--- config.mk ---
export PLATFORM = sky130hd
export DESIGN_NAME = uart_tx_cfg_flat
export DESIGN_NICKNAME = d
export VERILOG_FILES = /design/src/rtl/uart_pkg.sv /design/src/rtl/uart_tx_cfg_if.sv /design/src/rtl/uart_baud_cnt.sv /design/src/rtl/uart_tx_cfg.sv /design/src/flat_wrapper.sv
export SDC_FILE = /design/constraint.sdc
export NUM_CORES = 1
export LEC_CHECK = 0
export CORE_UTILIZATION = 55
export CTS_BUF_LIST = sky130_fd_sc_hd__clkbuf_4 sky130_fd_sc_hd__clkbuf_8 sky130_fd_sc_hd__clkbuf_16
export CTS_CLUSTER_DIAMETER = 200
export DETAILED_ROUTE_END_ITERATION = 10
export PLACE_DENSITY_LB_ADDON = 0.05
export SLEW_MARGIN = 25
export SYNTH_ARGS = -nofsm -noshare
export SYNTH_HDL_FRONTEND = slang
export SYNTH_SLANG_ARGS = --single-unit
--- constraint.sdc ---
create_clock -name i_Clk -period 2.3 [get_ports i_Clk]
set_input_delay 0.575 -clock i_Clk [delete_from_list [all_inputs] [get_ports i_Clk]]
set_output_delay 0.575 -clock i_Clk [all_outputs]
set_load 0.005 [all_outputs]
--- src/rtl/uart_pkg.sv ---
// Shared UART definitions: transmitter/receiver state encoding, line levels
// and the frame-length helper used by the RX side and by benches.
package uart_pkg;

    typedef enum logic [2:0] {
        IDLE   = 3'd0,
        START  = 3'd1,
        DATA   = 3'd2,
        PARITY = 3'd3,
        STOP   = 3'd4
    } tx_state_t;

    localparam logic IDLE_LEVEL  = 1'b1;
    localparam logic START_LEVEL = 1'b0;

    // Total clocks for one frame: start + data + optional parity + stop bits.
    function automatic int frame_clks(input int data_bits, input int stop_bits,
                                      input int parity, input int clks_per_bit);
        return (1 + data_bits + parity + stop_bits) * clks_per_bit;
    endfunction

endpackage

--- src/rtl/uart_tx_cfg_if.sv ---
// Word-source to transmitter handshake plus the transmitter status/line outputs.
// The source side uses the master modport, the transmitter the slave modport.
interface uart_tx_cfg_if #(
    parameter int DATA_BITS = 8
);
    logic                 i_TX_Data_Valid;
    logic [DATA_BITS-1:0] i_TX_Byte;
    logic                 o_TX_Ready;
    logic                 o_TX_Active;
    logic                 o_TX_Serial;
    logic                 o_TX_Done;

    modport master (
        output i_TX_Data_Valid,
        output i_TX_Byte,
        input  o_TX_Ready,
        input  o_TX_Active,
        input  o_TX_Serial,
        input  o_TX_Done
    );

    modport slave (
        input  i_TX_Data_Valid,
        input  i_TX_Byte,
        output o_TX_Ready,
        output o_TX_Active,
        output o_TX_Serial,
        output o_TX_Done
    );
endinterface

--- src/rtl/uart_baud_cnt.sv ---
// Bit-period counter: counts 0..CLKS_PER_BIT-1 while enabled and flags the
// terminal count. Shared between the transmitter and the receiver.
module uart_baud_cnt #(
    parameter int CLKS_PER_BIT = 217
) (
    input  logic clk,
    input  logic rst,
    input  logic clear,
    input  logic enable,
    output logic bit_end
);
    localparam int              CNT_W = $clog2(CLKS_PER_BIT);
    localparam logic [CNT_W-1:0] TERM = CNT_W'(CLKS_PER_BIT - 1);

    logic [CNT_W-1:0] cnt_r;

    assign bit_end = enable && !clear && (cnt_r == TERM);

    // Clock counter: cleared while idle, wraps to zero at the end of each bit.
    always_ff @(posedge clk or posedge rst) begin
        if (rst) begin
            cnt_r <= '0;
        end else if (clear) begin
            cnt_r <= '0;
        end else if (enable) begin
            if (cnt_r == TERM) begin
                cnt_r <= '0;
            end else begin
                cnt_r <= cnt_r + 1'b1;
            end
        end else begin
            cnt_r <= cnt_r;
        end
    end
endmodule

--- src/rtl/uart_tx_cfg.sv ---
// Parametrised UART transmitter: start bit, DATA_BITS data bits LSB-first,
// optional parity bit, STOP_BITS stop bits. Define UART_TX_PARITY_EN to add
// the parity bit (even when PARITY_ODD=0, odd when PARITY_ODD=1).
module uart_tx_cfg
    import uart_pkg::*;
#(
    parameter int CLKS_PER_BIT = 217,
    parameter int DATA_BITS    = 8,
    parameter int STOP_BITS    = 1,
    parameter int PARITY_ODD   = 0
) (
    input  logic          i_Clk,
    input  logic          i_Rst,
    uart_tx_cfg_if.slave  tx
);
    localparam int               IDX_W     = $clog2(DATA_BITS);
    localparam logic [IDX_W-1:0] LAST_DATA = IDX_W'(DATA_BITS - 1);
    localparam logic [IDX_W-1:0] LAST_STOP = IDX_W'(STOP_BITS - 1);

    // Reject configurations outside the supported range at elaboration.
    generate
        if (CLKS_PER_BIT < 2 || CLKS_PER_BIT > 65535 || DATA_BITS < 5 || DATA_BITS > 9 ||
            STOP_BITS < 1 || STOP_BITS > 2 || PARITY_ODD < 0 || PARITY_ODD > 1) begin : g_bad_params
            $error("uart_tx_cfg: parameter out of legal range");
        end
    endgenerate

`ifdef UART_TX_PARITY_EN
    // Parity over the latched word, inverted for odd parity.
    function automatic logic parity_bit(input logic [DATA_BITS-1:0] d);
        return (^d) ^ (PARITY_ODD != 0);
    endfunction
`endif

    tx_state_t            state_r;
    tx_state_t            next_state_s;
    logic [DATA_BITS-1:0] data_r;
    logic [IDX_W-1:0]     bit_idx_r;
    logic [IDX_W-1:0]     next_idx_s;
    logic [IDX_W-1:0]     idx_plus_s;
    logic                 serial_r;
    logic                 next_serial_s;
    logic                 active_r;
    logic                 next_active_s;
    logic                 done_r;
    logic                 next_done_s;
    logic                 load_s;
    logic                 bit_end_s;
    logic                 cnt_clear_s;

    assign cnt_clear_s = (state_r == IDLE);
    assign idx_plus_s  = bit_idx_r + 1'b1;

    uart_baud_cnt #(
        .CLKS_PER_BIT (CLKS_PER_BIT)
    ) u_baud_cnt (
        .clk     (i_Clk),
        .rst     (i_Rst),
        .clear   (cnt_clear_s),
        .enable  (!cnt_clear_s),
        .bit_end (bit_end_s)
    );

    // Next-state and next-output decode; line value is registered on state entry.
    always_comb begin
        next_state_s  = state_r;
        next_idx_s    = bit_idx_r;
        next_serial_s = serial_r;
        next_active_s = active_r;
        next_done_s   = 1'b0;
        load_s        = 1'b0;
        case (state_r)
            IDLE: begin
                next_serial_s = IDLE_LEVEL;
                next_active_s = 1'b0;
                if (tx.i_TX_Data_Valid) begin
                    next_state_s  = START;
                    next_serial_s = START_LEVEL;
                    next_active_s = 1'b1;
                    next_idx_s    = '0;
                    load_s        = 1'b1;
                end else begin
                    next_state_s  = IDLE;
                end
            end
            START: begin
                next_active_s = 1'b1;
                if (bit_end_s) begin
                    next_state_s  = DATA;
                    next_serial_s = data_r[0];
                    next_idx_s    = '0;
                end else begin
                    next_serial_s = START_LEVEL;
                end
            end
            DATA: begin
                next_active_s = 1'b1;
                if (bit_end_s) begin
                    if (bit_idx_r == LAST_DATA) begin
                        next_idx_s    = '0;
`ifdef UART_TX_PARITY_EN
                        next_state_s  = PARITY;
                        next_serial_s = parity_bit(data_r);
`else
                        next_state_s  = STOP;
                        next_serial_s = IDLE_LEVEL;
`endif
                    end else begin
                        next_idx_s    = idx_plus_s;
                        next_serial_s = data_r[idx_plus_s];
                    end
                end else begin
                    next_serial_s = data_r[bit_idx_r];
                end
            end
`ifdef UART_TX_PARITY_EN
            PARITY: begin
                next_active_s = 1'b1;
                if (bit_end_s) begin
                    next_state_s  = STOP;
                    next_serial_s = IDLE_LEVEL;
                    next_idx_s    = '0;
                end else begin
                    next_serial_s = parity_bit(data_r);
                end
            end
`endif
            STOP: begin
                next_serial_s = IDLE_LEVEL;
                next_active_s = 1'b1;
                if (bit_end_s) begin
                    if (bit_idx_r == LAST_STOP) begin
                        next_state_s  = IDLE;
                        next_active_s = 1'b0;
                        next_done_s   = 1'b1;
                        next_idx_s    = '0;
                    end else begin
                        next_idx_s    = idx_plus_s;
                    end
                end else begin
                    next_idx_s    = bit_idx_r;
                end
            end
            default: begin
                next_state_s  = IDLE;
                next_serial_s = IDLE_LEVEL;
                next_active_s = 1'b0;
                next_idx_s    = '0;
            end
        endcase
    end

    // State, word latch, bit index and registered line/status outputs.
    always_ff @(posedge i_Clk or posedge i_Rst) begin
        if (i_Rst) begin
            state_r   <= IDLE;
            data_r    <= '0;
            bit_idx_r <= '0;
            serial_r  <= IDLE_LEVEL;
            active_r  <= 1'b0;
            done_r    <= 1'b0;
        end else begin
            state_r   <= next_state_s;
            bit_idx_r <= next_idx_s;
            serial_r  <= next_serial_s;
            active_r  <= next_active_s;
            done_r    <= next_done_s;
            if (load_s) begin
                data_r <= tx.i_TX_Byte;
            end else begin
                data_r <= data_r;
            end
        end
    end

    assign tx.o_TX_Ready  = (state_r == IDLE);
    assign tx.o_TX_Serial = serial_r;
    assign tx.o_TX_Active = active_r;
    assign tx.o_TX_Done   = done_r;
endmodule

--- src/flat_wrapper.sv ---
// flat-port wrapper written by rule: the top's interface ports become plain ports
module uart_tx_cfg_flat import uart_pkg::*;
#(
    parameter int CLKS_PER_BIT = 217,
    parameter int DATA_BITS    = 8,
    parameter int STOP_BITS    = 1,
    parameter int PARITY_ODD   = 0
)
  (i_Clk, i_Rst, tx_i_TX_Data_Valid, tx_i_TX_Byte, tx_o_TX_Ready, tx_o_TX_Active, tx_o_TX_Serial, tx_o_TX_Done);
  uart_tx_cfg_if #(.DATA_BITS(DATA_BITS)) tx_i ();
  input  logic i_Clk;
  input  logic i_Rst;
  input wire logic [$bits(tx_i.i_TX_Data_Valid)-1:0] tx_i_TX_Data_Valid;
  input wire logic [$bits(tx_i.i_TX_Byte)-1:0] tx_i_TX_Byte;
  output wire logic [$bits(tx_i.o_TX_Ready)-1:0] tx_o_TX_Ready;
  output wire logic [$bits(tx_i.o_TX_Active)-1:0] tx_o_TX_Active;
  output wire logic [$bits(tx_i.o_TX_Serial)-1:0] tx_o_TX_Serial;
  output wire logic [$bits(tx_i.o_TX_Done)-1:0] tx_o_TX_Done;
  assign tx_i.i_TX_Data_Valid = tx_i_TX_Data_Valid;
  assign tx_i.i_TX_Byte = tx_i_TX_Byte;
  assign tx_o_TX_Ready = tx_i.o_TX_Ready;
  assign tx_o_TX_Active = tx_i.o_TX_Active;
  assign tx_o_TX_Serial = tx_i.o_TX_Serial;
  assign tx_o_TX_Done = tx_i.o_TX_Done;
  uart_tx_cfg #(.CLKS_PER_BIT(CLKS_PER_BIT), .DATA_BITS(DATA_BITS), .STOP_BITS(STOP_BITS), .PARITY_ODD(PARITY_ODD)) u_core (.i_Clk(i_Clk), .i_Rst(i_Rst), .tx(tx_i));
endmodule
### Yosys cells after proc, flatten, opt, wreduce, memory -nomap -nowiden

Index checks and enable logic that the tools add are counted.

* add/sub/neg operators: 2
* order comparisons: 2
* divide/modulo/power cells: 0
* $mul: 0
* shifts and indexed selects: 0
* reductions and logical operators: 7
* eq/ne operators: 11
* muxes and demuxes: 33
* bitwise gates (word level): 0

Operator list (number)
* $mux W3: 11
* $pmux W3 S4: 2
* $mux W8: 2
* $mux W1: 14
* $ne A2 B1 Y1 const B: 5
* $add A8 B1 Y8 const B: 1
* $eq A8 B8 Y1 const B: 1
* $lt A3 B4 Y1 const B: 2
* $bmux W1 S3: 2
* $eq A3 B3 Y1 const B: 2
* $logic_not A3 Y1: 2
* $pmux W1 S3: 2
* $reduce_and A5 Y1: 1
* $reduce_and A4 Y1: 1
* $add A3 B1 Y3 const B: 1
* $eq A3 B1 Y1 const B: 1
* $eq A3 B2 Y1 const B: 1
* $ne A2 B2 Y1 const B: 1
* $reduce_or A2 Y1: 1
* $logic_and A1 B1 Y1: 1
* $logic_not A1 Y1: 1

* memory bits (writable): 0
* bits in latches: 0
* flip-flop bits (word level): 25
* input port bits: 11
* memories kept: 0
* bits in read-only memories: 0

### Logic depth before layout (Yosys ltp)

Gate-level depths: netlist (run 1).

* depth after elaboration: 6
* mapped depth: 7
* gate-level depth less buffers: 6

### Cells and area by module

Synthesis (run 1) repeated with hierarchy kept, for this count alone.

* cell total of the unflattened synthesis: 138
* area, all modules: 1510.2 sq um

Modules (own cells, without submodules)
* uart_tx_cfg: sequential area each 426.7 sq um, cells each 87, times used 1, area each 1024.7 sq um
* uart_baud_cnt: sequential area each 200.2 sq um, cells each 51, times used 1, area each 485.5 sq um

### Worst setup path after synthesis (run 1)

OpenSTA, ideal clock, no wires.

* path type: reg2reg
* start point: register u_core.bit_idx_r[1]
* end point: register u_core.serial_r (netlist: u_core.tx.o_TX_Serial)
* setup slack: 0.500 ns
* period minus slack after synthesis: 1.800 ns
* cell stages (with the launch flop): 7
* data required time: 2.204 ns
* setup time: 0.096 ns
* data arrival time: 1.704 ns
* path through: dfrtp_1 ha_1 ha_1 mux4_2 nor2b_4 o41ai_2 o221ai_1

* cells in the longest elaborated chain, start to end: 6
* elaborated cells on any way between the ends: 9
* classes of those cells: add/sub: 1; eq/ne: 1; mux: 7

RTL lines
* start, declared: RTL line uart_tx_cfg.sv:38 `logic [IDX_W-1:0] bit_idx_r;`
* start signal, assigned: RTL line uart_tx_cfg.sv:164 `bit_idx_r <= next_idx_s;`
* $add A3 B1 Y3: RTL line uart_tx_cfg.sv:52 `assign idx_plus_s = bit_idx_r + 1'b1;`
* $bmux W1 S3: RTL line uart_tx_cfg.sv:110 `next_serial_s = data_r[idx_plus_s];`
* $mux W1 (not written as such): RTL line uart_tx_cfg.sv:110
* $mux W1: RTL line uart_tx_cfg.sv:99 `if (bit_idx_r == LAST_DATA) begin`
* $mux W1 (*): RTL line uart_tx_cfg.sv:98 `if (bit_end_s) begin`
* $pmux W1 S3 (*): RTL line uart_tx_cfg.sv:72 `case (state_r)`
* named net u_core.next_serial_s: RTL line uart_tx_cfg.sv:42 `logic next_serial_s;`
* end signal, assigned: RTL line uart_tx_cfg.sv:165 `serial_r <= next_serial_s;`
* end, declared: RTL line uart_tx_cfg.sv:41 `logic serial_r;`

Mark *: on every way through the listed nets, which the timed path passes. The rest lies on a longest branch. The select of a mux whose other input is x is not followed.
A chain may end at the register's enable or synchronous reset.

### Worst setup path in the final report (run 1)

* start point: register u_core.state_r[2]
* end point: output port tx_o_TX_Ready

* cells in the longest elaborated chain, start to end: 1

RTL lines
* start, declared: RTL line uart_tx_cfg.sv:35 `tx_state_t state_r;`
* start signal, assigned: RTL line uart_tx_cfg.sv:163 `state_r <= next_state_s;`
* $logic_not A3 Y1: RTL line uart_tx_cfg.sv:176 `assign tx.o_TX_Ready = (state_r == IDLE);`
* end, declared: RTL line flat_wrapper.sv:15 `output wire logic [$bits(tx_i.o_TX_Ready)-1:0] tx_o_TX_Ready;`

Every way passes these cells.

==> impl_metrics.json, run 1 <==
{
  "detail-route-antenna-nets": 0,
  "critPathMaxFanout": 8,
  "initial_antenna_violation_count": 0,
  "cp.arrival_ps": 1620,
  "cts.reportedPaths.clkPinSlew_ps": 130,
  "p_leak_uw": 0.000689,
  "crit_reg_reg_startpoint": "u_core.bit_idx_r[1]",
  "yosys_top_cell_area_share": 0.424,
  "die-height_um": 52.8,
  "synth_area_sq_mm": 0.00142,
  "antenna_cells_inserted": 0,
  "synth-edff-count": 0,
  "slew_headroom": 0.592,
  "setup_total_negative_slack_ps": 0,
  "stages_on_worst_setup_path": 2,
  "critical_path.slowest_cell": "sky130_fd_sc_hd__clkdlybuf4s50_1",
  "worstSetupEndpoint": "tx_o_TX_Ready",
  "nFillCells": 208,
  "maxCapViolCount": 0,
  "syn_nets": 144,
  "clock.fmax_ghz": 0.455,
  "report.final.hold_viol_count": 0,
  "timing.final.setup_violations": 0,
  "crit_path_start": "u_core.state_r[2]",
  "routedWlPerCell_um": 15.2,
  "timing.critical_path.from_type": "flip-flop",
  "drt_iter0_drc": 31,
  "r2r_endpoint": "u_core.tx.o_TX_Serial",
  "holdCritStartpoint": "u_core.u_baud_cnt.cnt_r[0]",
  "floorplan.initialDensity": 0.577,
  "ctsHtreeMaxLevel": 1,
  "die_width_um": 52.8,
  "run_status": "completed",
  "critical_path.max_stage_delay_ps": 540,
  "vias_post_dr": 1027,
  "timing_max_transition_violations_final": 0,
  "postLayoutCoreUtil": 0.659,
  "top_cells_by_area_in_the_synthesized_netlist": "sky130_fd_sc_hd__dfrtp_1, sky130_fd_sc_hd__mux2_2, sky130_fd_sc_hd__ha_1",
  "cts.repair_timing.setup_buffer_count": 0,
  "pin_count_of_the_biggest_net_entering_global_routing": 26,
  "boundaryPins": 15,
  "core_region_area_sq_mm": 0.00245,
  "yosysWarnings": 0,
  "crit_required_ps": 1730,
  "timing.reg2reg.setup_slack_ps": 320,
  "synth_area_leader_cell": "sky130_fd_sc_hd__dfrtp_1",
  "finalCriticalPeriod_ps": 2200,
  "globalRouteMet1Util": 0.306,
  "first_pass_iters": 4,
  "ys_dominant_reg_cell": "sky130_fd_sc_hd__dfrtp_1",
  "overall_overflow_remaining_after_global_route": 0,
  "cts.sinks": 25,
  "clk-insertion-delay-late_ps": 310,
  "hpwlAfterDp_um": 1970,
  "unrepaired_setup_endpoints_after_global_routing": "false",
  "min_path_type": "flip-flop to flip-flop",
  "port_buffers": 14,
  "post_route_cells_drive_above_1_share": 0.222,
  "finalClockSkew_ps": 3.27,
  "ys_ff_latch": 25,
  "row_count": 18,
  "power.density_mw_per_mm2": 680,
  "tritoncts": "built",
  "synth.yosys.seq_area_share": 0.442,
  "synth_cell_type_count": 44,
  "critPathBufInv": 1,
  "die_area_sq_mm": 0.00278,
  "place_congestion": 0.836,
  "vdd.ir_drop.worst_uv": 545,
  "syn_area_per_cell_sq_um": 11.1,
  "route.detailed.vias_per_inst": 5.90,
  "numCtsBuffers": 3,
  "post_synth_inst_count": 128,
  "clock_tree.buffer_depth": 2,
  "global_route.usage.total": 0.227,
  "routing_usage_on_met3": 0.0348,
  "first_global_vias": 1007,
  "critical_path_class": "flip-flop to primary output",
  "top_family_by_delay_on_critical_path": "buffers and inverters",
  "crit_path_cell_trace": "nor3_2 > clkdlybuf4s50_1",
  "worst-r2r-cell-count": 6,
  "grt-busiest-layer": "met2",
  "final.period_utilization": 0.956,
  "worstMarginPinSlew_ps": 608,
  "async_reset_ff_frac": 1.00,
  "met2_usage": 0.365,
  "synthToLayoutAreaGrowth_pct": 14.0,
  "endpoint_kind": "primary output",
  "route.detailed.drc": 0,
  "grt_pass1_wl_um": 4490,
  "final_net_count": 161,
  "routed_wirelength_um": 2640,
  "clock_tree.root_cell": "sky130_fd_sc_hd__clkbuf_4"
}
## report_power, final
part / switching, uW / total [uW] / internal [uW]
registers: 88.1 / 623 / 535
logic: 111 / 283 / 173
clock network: 128 / 193 / 65.1
## registers in the layout (all words and copies together), names as in the netlist
signal,flops
u_core.data_r,8
u_core.u_baud_cnt.cnt_r,8
u_core.tx.o_TX_Done,1
u_core.bit_idx_r,3
u_core.tx.o_TX_Active,1
u_core.tx.o_TX_Serial,1
u_core.state_r,3
## worst min path at each step
stage | to | depth (start not counted)
2_1_floorplan | u_core.u_baud_cnt.cnt_r[0] | 1
3_3_place_gp | u_core.u_baud_cnt.cnt_r[0] | 1
3_5_place_dp | u_core.u_baud_cnt.cnt_r[0] | 1
4_1_cts | u_core.u_baud_cnt.cnt_r[0] | 1
5_1_grt | u_core.u_baud_cnt.cnt_r[0] | 1
6_report | u_core.u_baud_cnt.cnt_r[0] | 1
## synthesized netlist by cell type, types with 2 or more instances
cell type                 instances
sky130_fd_sc_hd__nor3_1           2
sky130_fd_sc_hd__and2_1           2
sky130_fd_sc_hd__dfrtp_1         24
sky130_fd_sc_hd__mux2_2          12
sky130_fd_sc_hd__o21ai_0          2
sky130_fd_sc_hd__nor2b_1          2
sky130_fd_sc_hd__mux4_2           2
sky130_fd_sc_hd__buf_6            2
sky130_fd_sc_hd__inv_1           10
sky130_fd_sc_hd__ha_1             5
sky130_fd_sc_hd__a211o_1          2
sky130_fd_sc_hd__mux2i_1          2
sky130_fd_sc_hd__and3_1           2
sky130_fd_sc_hd__xor2_1           4
sky130_fd_sc_hd__nand3_1          4
sky130_fd_sc_hd__buf_2            3
sky130_fd_sc_hd__nand2_1          4
sky130_fd_sc_hd__nor2_1          13
sky130_fd_sc_hd__a21oi_1          3
sky130_fd_sc_hd__xnor2_1          3
sky130_fd_sc_hd__nand4_1          2
## logic make-up after synthesis
| kind of cell | after synthesis | share of synthesized area |
|---|---|---|
| buffers and inverters | 16 | 0.0556 |
| adder cells (fa/ha/maj) | 5 | 0.0441 |
| flip-flops | 25 | 0.442 |
| AO/OA/AOI/OAI | 17 | 0.0936 |
| AND/OR/NAND/NOR | 41 | 0.162 |
| XOR/XNOR | 7 | 0.0432 |
| multiplexers | 17 | 0.160 |
## cell usage in the layout, fill, tap and decap left out, types with 2 or more instances in the layout
cell and instances:
sky130_fd_sc_hd__xor2_1 4, sky130_fd_sc_hd__and3_1 2, sky130_fd_sc_hd__a211o_1 2, sky130_fd_sc_hd__nand2_1 4, sky130_fd_sc_hd__ha_1 5, sky130_fd_sc_hd__mux4_2 2
sky130_fd_sc_hd__and2_1 2, sky130_fd_sc_hd__nand3_1 4, sky130_fd_sc_hd__nand4_1 2, sky130_fd_sc_hd__nor2b_1 2, sky130_fd_sc_hd__clkdlybuf4s50_1 14, sky130_fd_sc_hd__xnor2_1 3
sky130_fd_sc_hd__a21oi_1 3, sky130_fd_sc_hd__o21ai_0 2, sky130_fd_sc_hd__clkbuf_4 3, sky130_fd_sc_hd__dfrtp_1 24, sky130_fd_sc_hd__buf_4 4, sky130_fd_sc_hd__nor2_1 13
sky130_fd_sc_hd__inv_1 10, sky130_fd_sc_hd__mux2_2 12, sky130_fd_sc_hd__mux2i_1 2
## through the flow
| step | power (uW) | hold WS [ps] | setup WS (ps) | cells | instance area, sq um |
|---|---|---|---|---|---|
| after CTS | 1110 | 495 | 58.0 | 174 | 1610 |
| after global placement | 897 | 472 | 252 | 170 | 1580 |
| after floorplan | 821 | 454 | 500 | 128 | 1420 |
| after detailed placement | 915 | 476 | 193 | 170 | 1580 |
| final | 1100 | 490 | 101 | 174 | 1620 |
| after global routing | 1180 | 516 | 7.98 | 174 | 1620 |
## timing repair
| item | CTS | global route |
|---|---|---|
| hold buffers | 0 | 0 |
| hold endpoints to repair | 0 | 0 |
| setup endpoints to repair | 0 | 1 |
| gates resized for setup | 0 | 1 |
## cell type report
cell class                 count  area [sq um]  share of cell area
clock buffer                   3          22.5              0.0139
timing repair buffer          18           170               0.105
tap                           30          37.5              0.0232
sequential                    25           627               0.388
multi-input combinational     87           717               0.443
clock inverter                 1          5.00             0.00310
inverter                      10          37.5              0.0232
## routing by layer
layer,routed length (um),up-vias
met5,0,-
met4,46,0
met3,102,6
met2,1270,32
met1,1220,506
li1,-,483
No activity file was read; power rests on OpenSTA's default activity.
==> inputs of run 2 (changes only) <==
- CORE_ASPECT_RATIO: unset -> 1.4
==> run 2 against run 1 <==
  * Flip-flop and latch count did not move
  * Sequential power fell by 0.6%
  * Total power up 0.58%
  * Worst setup slack worse by 30 ps
  * Wire length fell by 3.8%
  * Sequential share of layout area shrank 0.24 points
  * Critical endpoint unchanged
  * Critical path depth unchanged
  * Highest routed layer unchanged
  * First-iteration DRC count is 29% lower
  * Critical path type unchanged
  * Clock skew rose by 1.7 ps
  * Final cell count is 2.9% higher
==> impl_metrics.json, run 2 (synthesized netlist as in run 1, its figures left out) <==
{
  "largest_registers": "u_core.data_r (8), u_core.u_baud_cnt.cnt_r (8)",
  "numCtsBuffers": 3,
  "hpwlAfterDp_um": 1980,
  "place_congestion": 0.906,
  "final_net_count": 162,
  "power.density_mw_per_mm2": 680,
  "pin_count_of_the_biggest_net_entering_global_routing": 16,
  "post_route_cells_drive_above_1_share": 0.221,
  "worst_slack_ps": 70.5,
  "slew_headroom": 0.628,
  "finalClockSkew_ps": 4.96,
  "synthToLayoutAreaGrowth_pct": 14.7,
  "maxCapViolCount": 0,
  "timing_max_transition_violations_final": 0,
  "endpoint_kind": "primary output",
  "share_clk_of_total_power": 0.189,
  "boundaryPins": 15,
  "sw_frac_of_total": 0.289,
  "p_leak_uw": 0.000694,
  "routedWlPerCell_um": 14.2,
  "cts_repair_resize_count": 0,
  "min_path_type": "flip-flop to flip-flop",
  "row_count": 21,
  "vias_post_dr": 998,
  "run_status": "completed",
  "die-height_um": 62.1,
  "critical_path_class": "flip-flop to primary output",
  "drt_iter0_drc": 22,
  "unrepaired_setup_endpoints_after_global_routing": "false",
  "cts.repair_timing.setup_buffer_count": 0,
  "cp.arrival_ps": 1650,
  "netSwitchingPower_uw": 320,
  "vdd.ir_drop.worst_uv": 469,
  "holdWs_ps": 512,
  "cts.reportedPaths.clkPinSlew_ps": 130,
  "worstMarginPinSlew_ps": 554,
  "route.detailed.vias_per_inst": 5.58,
  "route.detailed.drc": 0,
  "report.final.hold_viol_count": 0,
  "layout.cells.most_common_list": "sky130_fd_sc_hd__dfrtp_1, sky130_fd_sc_hd__clkdlybuf4s50_1, sky130_fd_sc_hd__nor2_1, sky130_fd_sc_hd__mux2_2, sky130_fd_sc_hd__inv_1",
  "die_width_um": 44.9,
  "clock_tree.root_cell": "sky130_fd_sc_hd__clkbuf_4",
  "clock.fmax_ghz": 0.449,
  "first_global_vias": 956,
  "tritoncts": "built",
  "p_seq_frac": 0.559,
  "detail-route-antenna-nets": 0,
  "finalCriticalPeriod_ps": 2230,
  "crit_required_ps": 1730,
  "clock_tree.buffer_depth": 2,
  "cts-hold-fix-buffers": 0,
  "die_area_sq_mm": 0.00279,
  "clk-insertion-delay-late_ps": 320,
  "final.period_utilization": 0.969,
  "global_route.usage.total": 0.219,
  "timing.critical_path.from_type": "flip-flop",
  "intPower_uw": 787,
  "setup_total_negative_slack_ps": 0,
  "crit_path_cell_trace": "nor3_1 > clkdlybuf4s50_1",
  "port_buffers": 14,
  "core_region_area_sq_mm": 0.00242,
  "initial_antenna_violation_count": 0,
  "critPathMaxFanout": 10,
  "ctsHtreeMaxLevel": 1,
  "commonest_non_fill_non_tap_cell_in_the_layout": "sky130_fd_sc_hd__dfrtp_1",
  "grt_pass1_wl_um": 4290,
  "floorplan.initialDensity": 0.586,
  "timing.final.setup_violations": 0,
  "critical_path.max_stage_delay_ps": 550,
  "place_worst_setup_slack_ps": 179,
  "overall_overflow_remaining_after_global_route": 0,
  "critical_path.slowest_cell": "sky130_fd_sc_hd__clkdlybuf4s50_1",
  "cts.sinks": 25,
  "pwr-share-comb": 0.252,
  "first_pass_iters": 4,
  "antenna_cells_inserted": 0,
  "routed_wirelength_um": 2540
}
## run 2: changes by cell type in the layout (fill, tap and decap cells not counted)
cell and delta:
sky130_fd_sc_hd__nor3_1 +1, sky130_fd_sc_hd__buf_4 +1, sky130_fd_sc_hd__nor3_2 -1, sky130_fd_sc_hd__clkinv_2 -1, sky130_fd_sc_hd__clkbuf_4 +1
## run 2: critical path, delay by kind of cell (launching register included)
kind / cells / cell delay (ps)
simple gates: 1 / 260
flops: 1 / 520
buf+inv: 1 / 550
## run 2: final cells by class
cell class,instances,area [sq um]
Sequential cell,25,627
Clock buffer,4,30.0
Fill cell,212,791
Timing Repair Buffer,19,178
Tap cell,34,42.5
Multi-Input combinational cell,87,712
Inverter,10,37.5
## run 2: path summary, 6_finish.rpt
check,slack [ps],from,depth (start not counted),end
min,510,u_core.u_baud_cnt.cnt_r[0],1,u_core.u_baud_cnt.cnt_r[0]
max reg2reg,280,u_core.bit_idx_r[1],6,u_core.tx.o_TX_Serial
max in group asynchronous,1240,i_Rst,3,u_core.data_r[7]
max,70,u_core.state_r[1],2,tx_o_TX_Ready
min reg2reg,510,u_core.u_baud_cnt.cnt_r[0],1,u_core.u_baud_cnt.cnt_r[0]
min in group asynchronous,520,i_Rst,2,u_core.state_r[2]
## run 2: power groups by stage
stage	Combinational, uW	Sequential (uW)	Clock (uW)
CTS	282	619	216
detailed placement	280	628	0
global route	314	635	234
finish	278	619	209
global placement	276	623	0
floorplan	220	602	0
## run 2: per-layer routing
layer	routed length (um)	track usage	share of wire
met1	1120	0.272	0.44
met2	1280	0.359	0.50
met3	47	0.0289	0.019
met4	92	0.139	0.036
met5	0	0	0
## run 2: metrics by stage
stage	utilization	power (uW)	area, sq um	cells
6_report	0.673	1110	1630	179
2_1_floorplan	-	821	1420	128
3_5_place_dp	0.660	909	1600	175
4_1_cts	0.673	1120	1630	179
3_3_place_gp	0.660	900	1600	175
5_1_grt	0.673	1180	1630	179
